==> config.mk <==
export PLATFORM = sky130hd
export DESIGN_NAME = multi_step_counter
export DESIGN_NICKNAME = d
export VERILOG_FILES = /design/src/rtl/msc_pkg.sv /design/src/rtl/step_counter_ch.sv /design/src/rtl/multi_step_counter.sv
export SDC_FILE = /design/constraint.sdc
export NUM_CORES = 1
export LEC_CHECK = 0
export ABC_AREA = 1
export BUFFER_PORTS_ARGS = -buffer_cell sky130_fd_sc_hd__buf_4
export CAP_MARGIN = 20
export CORE_MARGIN = 2
export CORE_UTILIZATION = 56
export DETAILED_ROUTE_END_ITERATION = 8
export HOLD_SLACK_MARGIN = 0.15
export PLACE_DENSITY = 0.83
export RECOVER_POWER = 50
export REMOVE_ABC_BUFFERS = 1
export SYNTH_ARGS = -nofsm -noshare
export SYNTH_HDL_FRONTEND = slang
export SYNTH_SLANG_ARGS = --single-unit
==> constraint.sdc <==
create_clock -name clk -period 3.1 [get_ports clk]
set_input_delay 0.465 -clock clk [delete_from_list [all_inputs] [get_ports clk]]
set_output_delay 0.465 -clock clk [all_outputs]
set_load 0.05 [all_outputs]
==> src/rtl/msc_pkg.sv <==
// Shared types and helpers for the multi-channel step counter bank.
package msc_pkg;

  localparam int MSC_MAX_CH    = 16;
  localparam int MSC_MIN_WIDTH = 2;
  localparam int MSC_MAX_WIDTH = 64;

  typedef enum logic {
    MODE_WRAP = 1'b0,
    MODE_SAT  = 1'b1
  } mode_e;

  // Reset step of channel i; callers truncate to their step width.
  function automatic int unsigned def_step(input int i);
    return int'(i) + 1;
  endfunction

endpackage

==> src/rtl/step_counter_ch.sv <==
// One counter channel: programmable step, wrap/saturate mode,
// synchronous clear and sticky overflow.
module step_counter_ch
  import msc_pkg::*;
#(
  parameter int WIDTH  = 8,
  parameter int STEP_W = 8,
  parameter logic [STEP_W-1:0] DEF_STEP = '0
) (
  input  logic              clk,
  input  logic              reset,
  input  logic              en,
  input  logic              clr,
  input  logic              cfg_we,
  input  logic [STEP_W-1:0] cfg_step,
  input  logic              cfg_sat,
  output logic [WIDTH-1:0]  count,
  output logic              ovf
);

  logic [WIDTH-1:0]  count_q, count_d;
  logic              ovf_q, ovf_d;
  logic [STEP_W-1:0] step_q, step_d;
  mode_e             mode_q, mode_d;
  logic [WIDTH:0]    sum;

  assign sum = {1'b0, count_q} + (WIDTH+1)'(step_q);

  always_comb begin
    count_d = count_q;
    ovf_d   = ovf_q;
    step_d  = step_q;
    mode_d  = mode_q;
    if (clr) begin
      count_d = '0;
      ovf_d   = 1'b0;
    end else if (en) begin
      count_d = sum[WIDTH-1:0];
      if (sum[WIDTH]) begin
        ovf_d = 1'b1;
        if (mode_q == MODE_SAT)
          count_d = '1;
      end
    end
    // New step/mode take effect only from the following cycle.
    if (cfg_we) begin
      step_d = cfg_step;
      mode_d = cfg_sat ? MODE_SAT : MODE_WRAP;
    end
  end

  always_ff @(posedge clk or posedge reset) begin
    if (reset) begin
      count_q <= '0;
      ovf_q   <= 1'b0;
      step_q  <= DEF_STEP;
      mode_q  <= MODE_WRAP;
    end else begin
      count_q <= count_d;
      ovf_q   <= ovf_d;
      step_q  <= step_d;
      mode_q  <= mode_d;
    end
  end

  assign count = count_q;
  assign ovf   = ovf_q;

endmodule

==> src/rtl/multi_step_counter.sv <==
// Bank of NUM_CH step counters with config decode and an
// atomic valid/ready snapshot of all counts.
module multi_step_counter
  import msc_pkg::*;
#(
  parameter int NUM_CH = 3,
  parameter int WIDTH  = 8,
  parameter int STEP_W = 8,
  parameter int CH_W   = (NUM_CH > 1) ? $clog2(NUM_CH) : 1
) (
  input  logic                    clk,
  input  logic                    reset,
  input  logic [NUM_CH-1:0]       en,
  input  logic [NUM_CH-1:0]       clr,
  input  logic                    cfg_valid,
  input  logic [CH_W-1:0]         cfg_ch,
  input  logic [STEP_W-1:0]       cfg_step,
  input  logic                    cfg_sat,
  output logic [NUM_CH*WIDTH-1:0] count,
  output logic [NUM_CH-1:0]       ovf,
  input  logic                    snap_req,
  output logic                    snap_valid,
  input  logic                    snap_ready,
  output logic [NUM_CH*WIDTH-1:0] snap_data
);

  logic                    cfg_in_range;
  logic [NUM_CH-1:0]       cfg_we;
  logic                    snap_cap;
  logic                    snap_valid_q, snap_valid_d;
  logic [NUM_CH*WIDTH-1:0] snap_data_q, snap_data_d;

  assign cfg_in_range = int'(cfg_ch) < NUM_CH;

  for (genvar i = 0; i < NUM_CH; i++) begin : g_ch
    assign cfg_we[i] = cfg_valid && cfg_in_range
                       && (int'(cfg_ch) == i);

    step_counter_ch #(
      .WIDTH   (WIDTH),
      .STEP_W  (STEP_W),
      .DEF_STEP(STEP_W'(def_step(i)))
    ) u_ch (
      .clk     (clk),
      .reset   (reset),
      .en      (en[i]),
      .clr     (clr[i]),
      .cfg_we  (cfg_we[i]),
      .cfg_step(cfg_step),
      .cfg_sat (cfg_sat),
      .count   (count[i*WIDTH +: WIDTH]),
      .ovf     (ovf[i])
    );
  end

  // Capture the pre-update counts; drop requests while a
  // snapshot is outstanding and not being consumed.
  assign snap_cap = snap_req && (!snap_valid_q || snap_ready);

  always_comb begin
    snap_valid_d = snap_valid_q;
    snap_data_d  = snap_data_q;
    if (snap_cap) begin
      snap_valid_d = 1'b1;
      snap_data_d  = count;
    end else if (snap_ready) begin
      snap_valid_d = 1'b0;
    end
  end

  always_ff @(posedge clk or posedge reset) begin
    if (reset) begin
      snap_valid_q <= 1'b0;
      snap_data_q  <= '0;
    end else begin
      snap_valid_q <= snap_valid_d;
      snap_data_q  <= snap_data_d;
    end
  end

  assign snap_valid = snap_valid_q;
  assign snap_data  = snap_data_q;

endmodule

==> out/summary.txt <==
starting density of the core - 0.584
largest incremental delay on the critical path - 0.41 ns
sequential area share after synthesis - 0.465
Clock Sinks - 79
vertical die dimension - 91.2 um
critical-path cell with the highest stage delay - sky130_fd_sc_hd__dfrtp_1
netlist area before placement - 4260 sq um
vias post-DR - 3,410
max_cap viols - 1
count of buffers added by post-CTS timing repair for setup - 0
Initial DRT Pass Iterations - 4
total power - 5.43 mW
kind of critical path - reg -> reg
number of flops mapped to enable cells by yosys - 0
number of buffers added to fix hold violations after cts - 0
Gate Count Post-Synth - 499
cell repeated most along the worst path - sky130_fd_sc_hd__nand2_1
Peak supply drop - 0.000560 V
HPWL after DPL - 6620 um
layout net count - 625
maximum number of pins on one net before global-route repair - 46
number of top-level pins - 74
pwr/cell area - 1060 nW/um^2
mean number of vias per cell - 5.02
setup repair after global routing missed its margin - no
layout overhead on the synthesized area - 19.9%
Max-Slew Margin vs Limit - -0.282
Yosys warning total - 0
Max Slew Vio Count - 46
leakage power of the design - 2.89 nW
clock tree root driver cell - sky130_fd_sc_hd__clkbuf_8
transition time of the tightest slew-check pin - 1.91 ns
global-route wire length before repair - 15,200 um
vias in the first global route - 3,368
area share of the leading cell type in the synthesized netlist - 0.441
Congestion Overflow GR - 0
most frequent cells in the layout - sky130_fd_sc_hd__nand2_1 (179), sky130_fd_sc_hd__dfrtp_1 (75), sky130_fd_sc_hd__buf_4 (72), sky130_fd_sc_hd__inv_1 (59), sky130_fd_sc_hd__o21ai_0 (34)
number of H-tree branching levels - 3
area enclosed by the die boundary - 8320 sq um
# port buffers - 73
clock tree buffer depth - 2
Final Hold Violating Endpoints - 0
signal arrival time at the worst endpoint - 2.08 ns
leading area contributor after synthesis - sky130_fd_sc_hd__dfrtp_1
maximum fanout along the worst path - 8
violations in the final reports - capacitance limit, slew limit
Final setup viols - 0
initial antenna violation count - 0
clock-pin slew of the registers on the worst-case setup and hold paths - 0.08 ns
cts repair resizes - 0
antenna violation net count after detailed routing - 0
iteration-0 DRC count of the detailed router - 174
Core Footprint - 7290 sq um
Seq cells post-synth - 79
Horiz. Die Dim - 91.2 um
mean instance size in the synthesized netlist - 8.54 sq um
number of clock buffers inserted by TritonCTS - 9
largest clock skew in the final design - 0.00923 ns
status - complete, but fails checks
number of distinct library cells after synthesis - 28
# DRC - 0
Final Critical Period - 1.84 ns
Setup TNS - 0 ns
top cells by area, synth - sky130_fd_sc_hd__dfrtp_1 (44%), sky130_fd_sc_hd__nand2_1 (16%), sky130_fd_sc_hd__ha_1 (7.0%)
count of inserted antenna diode cells - 0
detailed-route wire length per cell - 12.8 um
kind of launch point of the worst setup path - flop
min-delay worst type - in -> reg
Post-Route WL - 8720 um
leading cell type in the layout, fill and taps excluded - sky130_fd_sc_hd__nand2_1
global placer's final weighted congestion - 0.868
later-pin clock latency in the skew report - 0.36 ns
share of async-settable or async-resettable flops after synthesis - 1.00
Main synth FF type - sky130_fd_sc_hd__dfrtp_1
Rows - 31
Req. time, crit path - 3.34 ns
GRT Resource Usage Total - 0.229
part of the cycle the worst path needs - 0.593
fmax - 544 MHz
clock tree from TritonCTS - yes
worst path cell trace - ha_1, fa_1, nand2_1, nand2_1, nand3_2, nand2_2, nand2_4, nand2_2, nand2_1, o21ai_1
endpoint class of the critical path - flop
share of layout cells above drive strength 1 - 0.209
-- sequential cells by signal (all words and copies together), names as in the netlist --
register / cells
g_ch.u_ch.ovf: 3
snap_valid: 1
snap_data: 24
g_ch.u_ch.step_q: 24
g_ch.u_ch.count: 24
g_ch.u_ch.mode_q: 3
-- worst max-delay path: cells and delay by family, from the launching register on --
kind	cells	cell delay, ns
flip-flops	1	0.41
AO/OA/AOI/OAI	1	0.07
AND/OR/NAND/NOR	7	0.63
adder cells (fa/ha/maj)	2	0.63
-- kinds of logic after synthesis --
family	after synthesis	synth area share
buffers and inverters	69	0.0646
AND/OR/NAND/NOR	247	0.260
AO/OA/AOI/OAI	51	0.0623
flip-flops	79	0.465
XOR/XNOR	9	0.0185
multiplexers	17	0.0449
adder cells (fa/ha/maj)	27	0.0846
-- through the flow --
step	util	hold slack [ns]	setup WS [ns]	cells	cell area [sq um]
CTS	0.704	0.245	1.26	679	5130
global route	0.701	0.275	1.09	679	5110
global placement	0.672	0.468	1.35	664	4900
floorplan	-	0.457	0.618	490	4210
detailed placement	0.672	0.474	1.29	664	4900
finish	0.701	0.281	1.26	679	5110
-- worst paths after layout --
kind,from,end,slack [ns],cells past startpoint
worst max-delay path,g_ch[2].u_ch.count[0]$_DFFE_PP0P_,g_ch[2].u_ch.count[1]$_DFFE_PP0P_,1.26,10
worst min-delay path,clr[1],g_ch[1].u_ch.ovf$_DFFE_PP0P_,0.28,2
worst max register to register,g_ch[2].u_ch.count[0]$_DFFE_PP0P_,g_ch[2].u_ch.count[1]$_DFFE_PP0P_,1.26,10
worst min register to register,snap_data[3]$_DFFE_PP0P_,snap_data[3]$_DFFE_PP0P_,0.49,2
max in group asynchronous,reset,g_ch[0].u_ch.step_q[0]$_DFFE_PP1P_,1.44,3
min in group asynchronous,reset,snap_data[15]$_DFFE_PP0P_,0.61,2
-- layout make-up --
class / count / area (sq um)
timing repair buffer: 75 / 556
inverter: 60 / 226
fill: 582 / 2180
tap: 99 / 124
clock inverter: 6 / 110
multi-input combinational: 351 / 1990
clock buffer: 9 / 124
sequential: 79 / 1980
-- synthesized netlist by cell type (6+ instances only) --
| cell | count |
|---|---|
| sky130_fd_sc_hd__a21oi_1 | 8 |
| sky130_fd_sc_hd__dfrtp_1 | 75 |
| sky130_fd_sc_hd__ha_1 | 24 |
| sky130_fd_sc_hd__inv_1 | 60 |
| sky130_fd_sc_hd__mux2_1 | 15 |
| sky130_fd_sc_hd__nand2_1 | 179 |
| sky130_fd_sc_hd__nand2_2 | 10 |
| sky130_fd_sc_hd__nand3_1 | 14 |
| sky130_fd_sc_hd__nand3_2 | 10 |
| sky130_fd_sc_hd__nand3b_1 | 6 |
| sky130_fd_sc_hd__nor2_1 | 17 |
| sky130_fd_sc_hd__o21ai_0 | 34 |
| sky130_fd_sc_hd__o21ai_1 | 6 |
| sky130_fd_sc_hd__xor2_1 | 6 |
-- power breakdown --
group	switching, mW	total (mW)	internal [mW]	leakage (nW)
clock network	0.379	0.907	0.529	0.111
logic	1.93	2.88	0.954	1.77
registers	0.277	1.64	1.37	1.01
total	2.58	5.43	2.85	2.89
-- routing by layer --
| layer | wire, um | track usage | vias up | share of wire |
|---|---|---|---|---|
| met5 | 0 | 0 | - | 0 |
| met4 | 190 | 0.112 | 0 | 0.022 |
| met3 | 305 | 0.0324 | 16 | 0.035 |
| met2 | 4310 | 0.386 | 70 | 0.49 |
| met1 | 3920 | 0.291 | 1595 | 0.45 |
| li1 | - | - | 1729 | - |
Note: power is estimated with default switching activity, not from simulation.
